`src/rtl/i2s_tx_sequencer.sv`:
```
// I2S stereo transmit sequencer: BCLK/LRCLK generation, PISO load/shift strobes,
// one-sample holding buffer with underrun flag. Build option: UNDERRUN_ZERO_EN.

module i2s_tx_sequencer #(
  parameter int WIDTH = 32,
  parameter int DIV   = 2
) (
  input  logic             clk,
  input  logic             rstn,
  input  logic             enable,
  input  logic             sample_valid,
  output logic             sample_ready,
  input  logic [WIDTH-1:0] left_in,
  input  logic [WIDTH-1:0] right_in,
  output logic [WIDTH-1:0] piso_data,
  output logic             piso_load,
  output logic             piso_shift,
  output logic             bclk,
  output logic             lrclk,
  output logic             busy,
  output logic             underrun
);

  localparam int CW = (DIV > 1) ? $clog2(DIV) : 1;
  localparam int SW = (WIDTH > 1) ? $clog2(WIDTH) : 1;
  localparam logic [CW-1:0] DIV_LAST  = CW'(DIV - 1);
  localparam logic [SW-1:0] SLOT_LAST = SW'(WIDTH - 1);
  localparam logic [SW-1:0] SLOT_LOAD = SW'(1);

  typedef enum logic {
    S_IDLE = 1'b0,
    S_RUN  = 1'b1
  } state_t;

  state_t           r_state;
  state_t           w_state_nxt;

  logic [CW-1:0]    r_div_cnt;
  logic [SW-1:0]    r_slot;
  logic             r_bclk;
  logic             r_lrclk;
  logic [WIDTH-1:0] r_piso_data;
  logic             r_load;
  logic             r_shift;
  logic             r_underrun;
  logic             r_full;
  logic [WIDTH-1:0] r_buf_l;
  logic [WIDTH-1:0] r_buf_r;
  logic [WIDTH-1:0] r_act_l;
  logic [WIDTH-1:0] r_act_r;

  logic             w_div_wrap;
  logic             w_fall;
  logic             w_slot_last;
  logic [SW-1:0]    w_slot_nxt;
  logic             w_lr_nxt;
  logic             w_load_edge;
  logic             w_left_load;
  logic             w_stop;
  logic             w_accept;

  // Every strobe decision is taken in the cycle before the bclk register falls,
  // so the strobe and the falling edge become visible together.
  always_comb begin
    w_div_wrap  = (r_div_cnt == DIV_LAST);
    w_fall      = (r_state == S_RUN) && w_div_wrap && r_bclk;
    w_slot_last = (r_slot == SLOT_LAST);
    w_slot_nxt  = w_slot_last ? '0 : r_slot + SW'(1);
    w_lr_nxt    = r_lrclk ^ w_slot_last;
    w_load_edge = w_fall && (w_slot_nxt == SLOT_LOAD);
    w_left_load = w_load_edge && !w_lr_nxt;
    w_stop      = w_left_load && !enable;
    w_accept    = sample_valid && !r_full;
  end

  always_comb begin
    w_state_nxt = r_state;
    case (r_state)
      S_IDLE:  if (enable) w_state_nxt = S_RUN;
      S_RUN:   if (w_stop) w_state_nxt = S_IDLE;
      default: w_state_nxt = S_IDLE;
    endcase
  end

  always_ff @(posedge clk) begin
    if (!rstn) begin
      r_state <= S_IDLE;
    end else begin
      r_state <= w_state_nxt;
    end
  end

  always_ff @(posedge clk) begin
    if (!rstn) begin
      r_div_cnt   <= '0;
      r_slot      <= '0;
      r_bclk      <= 1'b0;
      r_lrclk     <= 1'b0;
      r_piso_data <= '0;
      r_load      <= 1'b0;
      r_shift     <= 1'b0;
      r_underrun  <= 1'b0;
      r_full      <= 1'b0;
      r_buf_l     <= '0;
      r_buf_r     <= '0;
      r_act_l     <= '0;
      r_act_r     <= '0;
    end else begin
      r_load     <= 1'b0;
      r_shift    <= 1'b0;
      r_underrun <= 1'b0;

      if (w_accept) begin
        r_buf_l <= left_in;
        r_buf_r <= right_in;
        r_full  <= 1'b1;
      end

      if (r_state != S_RUN || w_stop) begin
        // Idle timing state; also leaves everything ready for a clean slot 0.
        r_div_cnt <= '0;
        r_slot    <= '0;
        r_bclk    <= 1'b0;
        r_lrclk   <= 1'b0;
      end else begin
        r_div_cnt <= w_div_wrap ? '0 : r_div_cnt + CW'(1);
        if (w_div_wrap) begin
          r_bclk <= ~r_bclk;
        end
        if (w_fall) begin
          r_slot  <= w_slot_nxt;
          r_lrclk <= w_lr_nxt;
          if (w_slot_nxt == SLOT_LOAD) begin
            r_load <= 1'b1;
          end else begin
            r_shift <= 1'b1;
          end
        end
        if (w_load_edge && w_lr_nxt) begin
          r_piso_data <= r_act_r;
        end
        // Left load consumes the buffer; accept cannot coincide because it needs it empty.
        if (w_left_load) begin
          if (r_full) begin
            r_act_l     <= r_buf_l;
            r_act_r     <= r_buf_r;
            r_piso_data <= r_buf_l;
            r_full      <= 1'b0;
          end else begin
            r_underrun <= 1'b1;
`ifdef UNDERRUN_ZERO_EN
            r_act_l     <= '0;
            r_act_r     <= '0;
            r_piso_data <= '0;
`else
            r_piso_data <= r_act_l;
`endif
          end
        end
      end
    end
  end

  assign sample_ready = !r_full;
  assign piso_data    = r_piso_data;
  assign piso_load    = r_load;
  assign piso_shift   = r_shift;
  assign bclk         = r_bclk;
  assign lrclk        = r_lrclk;
  assign busy         = (r_state == S_RUN);
  assign underrun     = r_underrun;

endmodule

```
`config.mk`:
```
export PLATFORM = sky130hd
export DESIGN_NAME = i2s_tx_sequencer
export DESIGN_NICKNAME = d
export VERILOG_FILES = /design/src/rtl/i2s_tx_sequencer.sv
export SDC_FILE = /design/constraint.sdc
export NUM_CORES = 1
export LEC_CHECK = 0
export CORE_MARGIN = 1.5
export CORE_UTILIZATION = 48
export DETAILED_ROUTE_END_ITERATION = 8
export PLACE_DENSITY = 0.72
export SYNTH_ARGS = -nofsm -noshare
export SYNTH_HDL_FRONTEND = slang
export SYNTH_SLANG_ARGS = --single-unit
```
`constraint.sdc`:
```
create_clock -name clk -period 3.4 [get_ports clk]
set_input_delay 0.68 -clock clk [delete_from_list [all_inputs] [get_ports clk]]
set_output_delay 0.68 -clock clk [all_outputs]
set_load 0.03 [all_outputs]
```
# Word level (Yosys, flattened, before mapping)
# Index checks and enable logic that the tools add are counted.
# word_totals
word_cells	58
inputBits	68
ramBits	0
output_inout_bits	39
romBits	0
mem_count	0
regBits	173
latchBits	0
# op_classes
muxes	14
n_reduce_logical	19
mul	0
div_mod_pow	0
n_shift	0
add_sub_neg	2
bitwise	7
order_cmp	0
eq_ne	2
# op_table
operator	count
2-to-1 mux 32 bit	3
2-to-1 mux 1 bit	9
OR reduction 3 bit	3
logical AND 1 bit	7
NOT 1 bit	6
adder 5 x 1 -> 5 bit (second input constant)	1
== test 5 x 1 -> 1 bit (second input constant)	1
== test 5 bit (second input constant)	1
2-to-1 mux 5 bit	1
AND reduction 2 bit	2
logical NOT 1 bit	3
AND reduction 3 bit	1
one-hot mux 1 bit (2 select lines)	1
nonzero test 2 bit	1
OR reduction 2 bit	1
adder 1 bit (second input constant)	1
logical OR 1 bit	1
XOR 1 bit	1

# Depth between registers and ports, before layout
# Gate-level depths: netlist of the first run.
# logic_depth
ltp_word	9
ltp_mapped	10
ltp_nobuf	7

# Worst setup path after synthesis of the first run
# Ideal clock, no wire load.
# synth_timing
path_type	reg-to-reg
startpoint	reg r_slot[0]
endpoint	reg r_slot[1]
required_time_ns	3.265
setup_slack_ns	0.860
stages_incl_launch_ff	9
path_buffers	1
arrival_time_ns	2.405
period_less_slack_ns	2.540
path_cell_list	dfxtp_1 ha_1 and3_1 ha_1 or4_4 a211o_1 buf_2 o311ai_4 nor3_1
# synth_between
elab_chain_len	8
elab_cells_between_ends	11
cone_classes	add/sub: 1; eq/ne: 2; mux: 1; bitwise: 1; reduce/logical: 6
# synth_lines
element	line	source
start, declared	39	logic [SW-1:0] r_slot;
start signal, assigned	131	r_slot <= w_slot_nxt;
adder 5 x 1 -> 5 bit / == test 5 bit (equally long branches)	68, 67	
2-to-1 mux 5 bit (*)	68	w_slot_nxt = w_slot_last ? '0 : r_slot + SW'(1);
named net w_slot_nxt[4]	55	logic [SW-1:0] w_slot_nxt;
== test 5 x 1 -> 1 bit (*)	70	w_load_edge = w_fall && (w_slot_nxt == SLOT_LOAD);
logical AND 1 bit (*)	70	
logical AND 1 bit (*)	71	w_left_load = w_load_edge && !w_lr_nxt;
logical AND 1 bit (*)	72	w_stop = w_left_load && !enable;
logical OR 1 bit (*)	119	if (r_state != S_RUN || w_stop) begin
OR reduction 2 bit (no source line) (*)	-	
# The timed path passes the listed nets; every way through them passes the cells marked *.
# A chain may end at the register's enable or synchronous reset.

# Final worst setup path of the first run
# layout_timing
startpoint	reg r_slot[0]
endpoint	reg r_act_l[22]
# layout_between
elab_chain_len	9
elab_cells_between_ends	12
cone_classes	add/sub: 1; eq/ne: 2; mux: 1; bitwise: 2; reduce/logical: 6
# layout_lines
element	line	source
adder 5 x 1 -> 5 bit / == test 5 bit (equally long branches)	68, 67	
2-to-1 mux 5 bit (*)	68	
named net w_slot_nxt[4]	55	
== test 5 x 1 -> 1 bit (*)	70	
logical AND 1 bit (*)	70	
logical AND 1 bit (*)	71	
logical AND 1 bit	72	
logical OR 1 bit	119	
NOT 1 bit (no source line)	-	
AND reduction 2 bit (no source line) (*)	-	
end signal, assigned	145	r_act_l <= r_buf_l;
end, declared	49	logic [WIDTH-1:0] r_act_l;
# Marks and branches as above.

==> metrics.txt, run 1 <==
reg2reg end r_act_l[22]; commonest non-fill, non-tap cell in the layout dfxtp_1; crit-path max FO 29; Die H approximately 120 um; critical path's largest stage delay around 0.56 ns; Max Cap Viol 0; final setup vio count 0; nets between 900 and 1000; Final Util 0.6128; Die ar. roughly 15000 um^2; Final Hold Viols 0; H-tree depth 4; gr busiest metal met2; Crit path top cell by count ha_1; RSZ-0062 raised after global routing false; reg-to-reg slack, setup slightly above 0.4 ns; multi-input logic area 3063 um^2; PnR worst setup slack around 0.41 ns; maximum clock frequency 334.1 MHz; Crit. Startpoint r_slot[0]; clk slew on worst S/H paths ~0.06 ns; storage element area ~3500 um^2; CP max stage cell or4_4; Setup Buffers After CTS 0; worst-path cell chain ha_1 -> and3_1 -> ha_1 -> or4_4 -> a211oi_4 -> buf_4 -> a31oi_1 -> a211oi_1; Int Pwr between 3 and 4 mW; Initial Util 0.4925; sequential share of power 0.508; first-pass GRT wire length between 20000 and 30000 um; reg2reg path depth 8; delay-heaviest family, CP compound AO/OA/AOI/OAI gates; Vias/cell 5.777; R2R Path Start r_slot[0]; min Tclk post-route ~3.0 ns; CTS tree built; syn_nets ~860; DR pass1 iterations 6; CTS resizes 0; Buffers on Ports about 110; Worst Max-Slew Pin Slew 0.9455 ns; Num CTS Buffers 17; clock root cell clkbuf_16; row cnt 43; Clk pwr share 0.425; Overflow after GRT 0; final slew viol count 0; final period utilization 0.8803; DR vias between 6000 and 7000; largest net degree at the start of global routing 130; cell depth of the worst setup path 8; met3 GRT Util 0.04414; Gate power share 0.066; CP endpoint kind flop; startpoint class of the critical path flop; clock tree buffer depth 2; Yosys top cell area share 0.5046; M1 GR Usage 0.3396; post-synth top area cell dfxtp_1; #FFs+latches synth between 150 and 200; CTS Sinks 173; Final GP Congestion between 0.9 and 1; Routed Antenna Nets 0; crit path to r_act_l[22]; dpl ws between 0.4 and 0.5 ns; top cells by area, synth dfxtp_1 50%, a21oi_1 7.5%, nand2_1 7.3%; outcome complete, no violations; antenna violations before repair 0; register area share after synthesis 0.5046; total track usage 0.2429; DP HPWL about 12000 um; DRT iter0 DRCs about 520; TNS Setup 0 ns; Peak VDD IR between 0.0003 and 0.0004 V; DRT Wirelength approximately 18000 um; core area 13930 um^2; crit path DAT ~3.3 ns; GR met2 Demand/Resource 0.3764; crit path buf inv count 1; Die W ~120 um; vias in the first global route 5664; PD cells 484.4 nW/um^2; post-synthesis instance area just under 7000 um^2; Rel. slew slack 0.3675; hold slack about 0.45 ns; area added between synthesis and finish 24.43%; # fillers 1251; Hold-fix buffers, CTS 0; Psw a little over 0.9 mW; wire per inst ~17 um; Sw Share 0.2220; diode count 0; yosys warns 0; I/O Pins between 100 and 150; layout cells sized above 1 0.06459; Hold Path Class reg2reg; post-synth cell types 33; most frequent cells in the layout 172 x dfxtp_1, 132 x nand2_1, 106 x clkdlybuf4s50_1; DRC Markers 0; WS Path Type reg2reg; hold path start r_buf_l[27]; syn_area_per_cell 8.676 um^2; Fin Clk Skew roughly 0.0077 ns; Data required, critical path 3.72 ns; Leakage roughly 2.8 nW; clock latency on the worst-skew pair 0.42 ns; Synth Instances 791
logic make-up after synthesis:
kind of cell / synth area share
flip-flops: 0.5046
AO/OA/AOI/OAI: 0.2381
AND/OR/NAND/NOR: 0.1475
buffers and inverters: 0.05269
adder cells (fa/ha/maj): 0.003646
XOR/XNOR: 0.005106
multiplexers: 0.04831
final cells by class:
type / instances / share of cell area
Inverter: 6 / 0.002784
Clock buffer: 24 / 0.05407
Tap cell: 180 / 0.02637
Clock inverter: 6 / 0.007619
Multi-Input combinational cell: 532 / 0.3587
Sequential cell: 173 / 0.4057
Timing Repair Buffer: 126 / 0.1448
tightest hold or removal path, cell delays in order, from the launching register on:
cell and delay, ns:
dfxtp_1 0.31, nand2_1 0.05, a21oi_1 0.05
registers in the layout (all words and copies together) (netlist names):
signal / cells
bclk: 1
r_slot: 5
piso_load: 1
r_full: 1
r_div_cnt: 1
r_act_l: 32
r_act_r: 32
r_buf_l: 32
r_buf_r: 32
piso_shift: 1
lrclk: 1
underrun: 1
busy: 1
piso_data: 32
Yosys cell counts:
cell type	n
dfxtp_1	173
nand2_1	133
a21oi_1	103
o21ai_0	66
clkbuf_1	55
nand3_1	35
a31oi_1	34
nand4_1	33
mux2i_1	32
o2bb2ai_1	32
a211oi_1	31
buf_2	22
nor2_1	8
inv_1	6
nor3_1	3
nor4_1	3
xnor2_1	3
and2_1	2
and3_1	2
ha_1	2
a211o_1	1
a211oi_4	1
a21o_1	1
buf_1	1
buf_4	1
buf_6	1
mux2_2	1
nand4b_1	1
nor2b_1	1
nor3_4	1
o311ai_4	1
or4_4	1
xor2_1	1
routing by layer:
layer / routed length, um / part of all wire
met1: 8132 / 0.46
met2: 8139 / 0.46
met3: 1056 / 0.060
met4: 271 / 0.015
met5: 0 / 0
power by group through the flow:
stage          combinational [mW]  clock [mW]  sequential (mW)
2_1_floorplan               0.152           0             2.14
3_3_place_gp                0.268           0             2.15
3_5_place_dp                0.275           0             2.15
4_1_cts                     0.277        1.79             2.10
5_1_grt                     0.302        1.87             2.11
6_report                    0.275        1.76             2.10
worst min path at each step:
stage	end	slack, ns	cells past startpoint
5_1_grt	r_buf_r[31]	0.48	2
2_1_floorplan	r_buf_l[31]	0.43	2
4_1_cts	r_buf_r[31]	0.46	2
6_report	r_buf_l[27]	0.45	2
3_5_place_dp	piso_data[22]	0.45	1
3_3_place_gp	r_buf_r[31]	0.44	2
metrics by stage:
step           power (mW)  instances  cell area (um^2)
2_1_floorplan       2.290        791              6863
3_3_place_gp        2.414       1017              8013
3_5_place_dp        2.422       1017              8013
4_1_cts             4.168       1047              8539
5_1_grt             4.278       1047              8539
6_report            4.136       1047              8539
Note: power is estimated with default switching activity, not from simulation.
==> run 2, diff against run 1 <==
--- a/config.mk
+++ b/config.mk
@@ -9,6 +9,7 @@
 export CORE_UTILIZATION = 48
 export DETAILED_ROUTE_END_ITERATION = 8
 export PLACE_DENSITY = 0.72
+export SLEW_MARGIN = 20
 export SYNTH_ARGS = -nofsm -noshare
 export SYNTH_HDL_FRONTEND = slang
 export SYNTH_SLANG_ARGS = --single-unit
==> results of run 2 <==
Same layout as run 1: the final DEF is identical, and so are final timing and power.
==> run 3, diff against run 2 <==
--- a/config.mk
+++ b/config.mk
@@ -5,10 +5,11 @@
 export SDC_FILE = /design/constraint.sdc
 export NUM_CORES = 1
 export LEC_CHECK = 0
-export CORE_MARGIN = 1.5
-export CORE_UTILIZATION = 48
+export CELL_PAD_IN_SITES_DETAIL_PLACEMENT = 0
+export CELL_PAD_IN_SITES_GLOBAL_PLACEMENT = 1
+export CORE_UTILIZATION = 40
 export DETAILED_ROUTE_END_ITERATION = 8
-export PLACE_DENSITY = 0.72
+export PLACE_DENSITY_LB_ADDON = 0.1
 export SLEW_MARGIN = 20
 export SYNTH_ARGS = -nofsm -noshare
 export SYNTH_HDL_FRONTEND = slang
==> run 3 against run 2 <==
  * Maximum frequency increased by 5.8%
  * First-iteration DRC count shrank 4.3%
  * Power up 6.1%
  * Sequential share of layout area down 0.66 points
  * Clock skew shrank 0.00069 ns
  * Combinational power rose by 3%
  * Critical path depth stayed put
  * Utilization down 9.1 points
  * Critical endpoint is now r_act_l[21]
  * Largest cell class unchanged
  * Largest power group unchanged
==> metrics.txt, run 3 (synthesis gave the netlist of run 1 again) <==
outcome complete, no violations; Crit path top cell by count ha_1; most frequent cells in the layout 172 x dfxtp_1, 132 x nand2_1, 106 x clkdlybuf4s50_1; final period utilization 0.8317 (-0.04858); Setup Buffers After CTS 0 (unchanged); Leakage 2.868 nW (+1.7%); layout cells sized above 1 0.06936 (+0.004774); core area 16640 um^2 (+19%); startpoint class of the critical path flop; DR vias 6004 (-0.73%); PD cells 505.5 nW/um^2 (+4.4%); Crit. Startpoint r_slot[0]; I/O Pins 107 (unchanged); total track usage 0.2165 (-0.02648); clk slew on worst S/H paths 0.06 ns (about the same); clock tree buffer depth 2 (unchanged); final slew viol count 0 (unchanged); Die H 133.0 um (+8.5%); Worst Max-Slew Pin Slew 0.6676 ns (-0.2779 ns); Final GP Congestion 0.7904 (-15%); Final Hold Viols 0 (unchanged); RSZ-0062 raised after global routing false; Fin Clk Skew 0.006968 ns (-0.0006875 ns); CTS resizes 0 (unchanged); DRC Markers 0 (unchanged); vias in the first global route 5545 (-2.1%); Die W 133.0 um (+8.5%); Buffers on Ports 106 (unchanged); DRT Wirelength 18890 um (+7.3%); Data required, critical path 3.73 ns (about the same); Peak VDD IR 0.0004020 V (+12%); DP HPWL 11750 um (+1.0%); diode count 0 (unchanged); Overflow after GRT 0 (unchanged); first-pass GRT wire length 29840 um (+4.5%); Hold Path Class reg2reg; worst-path cell chain ha_1 -> and3_1 -> ha_1 -> or4_4 -> a211oi_4 -> buf_12 -> a31oi_1 -> a211oi_1; Die ar. 17690 um^2 (+18%); nets 923 (-0.32%); crit-path max FO 65 (+120%); clock root cell clkbuf_16; area added between synthesis and finish 26.49%; commonest non-fill, non-tap cell in the layout dfxtp_1; WS Path Type reg2reg; R2R Path Start r_slot[0]; H-tree depth 4 (unchanged); critical path's largest stage delay 0.56 ns (about the same); Num CTS Buffers 17 (unchanged); crit path DAT 3.16 ns (-0.15 ns); min Tclk post-route 2.828 ns (-0.1652 ns); final setup vio count 0 (unchanged); CP endpoint kind flop; Hold-fix buffers, CTS 0 (unchanged); antenna violations before repair 0 (unchanged); maximum clock frequency 353.6 MHz (+5.8%); multi-input logic area 3063 um^2 (unchanged); Routed Antenna Nets 0 (unchanged); DRT iter0 DRCs 494 (-4.3%); GR met2 Demand/Resource 0.3054 (-0.07099); gr busiest metal met1; CP max stage cell or4_4; Initial Util 0.4124 (-0.08013); Max Cap Viol 0 (unchanged); hold path start r_buf_r[17]; # fillers 1548 (+24%); clock latency on the worst-skew pair 0.43 ns (about the same); Vias/cell 5.534 (-4.2%); PnR Total Power 4.388 mW (+6.1%); wire per inst 17.41 um (+3.6%); largest net degree at the start of global routing 130 (unchanged); M1 GR Usage 0.3229 (-0.01666); storage element area 3465 um^2 (unchanged); CTS tree built; row cnt 47 (+9.3%); Rel. slew slack 0.5536 (+0.1861); TNS Setup 0 ns (unchanged); met3 GRT Util 0.04215 (-0.001999); DR pass1 iterations 4 (-2); CTS Sinks 173 (unchanged)
run 3: changes by cell type in the layout (fill, tap and decap cells not counted), sizes merged:
cell	previous run	this run
clkbuf	24	18
bufinv	1	3
buf	20	17
clkinv	2	6
inv	5	8
clkinvlp	4	2
run 3: per-stage QoR:
step	util	worst slack (ns)	instances	hold slack (ns)	cell area, um^2
5_1_grt	0.5216	0.4737	1085	0.4733	8681
6_report	0.5216	0.5722	1085	0.4572	8681
3_5_place_dp	0.4854	0.6053	1054	0.4469	8078
3_3_place_gp	0.4854	0.6893	1054	0.4462	8078
4_1_cts	0.5216	0.5644	1085	0.4563	8681
2_1_floorplan	-	0.8596	791	0.4329	6863
run 3: critical path: cells and delay by family, from the launching register on:
kind            cells  cell delay [ns]
compound gates      3             0.73
fa+ha+maj           2             0.54
buf+inv             1             0.33
simple gates        2             0.76
flops               1             0.35
run 3: path summary, 6_finish.rpt:
| path | end | slack [ns] | depth (start not counted) |
|---|---|---|---|
| min reg2reg | r_buf_r[17] | 0.46 | 2 |
| min | r_buf_r[17] | 0.46 | 2 |
| max | r_act_l[21] | 0.57 | 8 |
| max reg2reg | r_act_l[21] | 0.57 | 8 |
run 3: final cells by class:
class,count,share of cell area
timing repair buffer,123,0.1441
inverter,6,0.002739
multi-input combinational,532,0.3528
clock buffer,18,0.05059
tap,220,0.03171
sequential,173,0.3991
clock inverter,13,0.01888
run 3: metal layers:
| layer | vias up | wire (um) | part of all wire |
|---|---|---|---|
| met5 | - | 0 | 0 |
| met4 | 0 | 328 | 0.017 |
| met3 | 22 | 896 | 0.047 |
| met2 | 154 | 7966 | 0.42 |
| met1 | 2850 | 9695 | 0.51 |
| li1 | 2978 | - | - |
run 3: report_power, final:
group / leakage, nW / switching [mW] / total [mW] / internal, mW
Clock: 0.293 / 0.826 / 2.00 / 1.18
Sequential: 1.40 / 0.0295 / 2.10 / 2.07
Combinational: 1.17 / 0.154 / 0.284 / 0.130
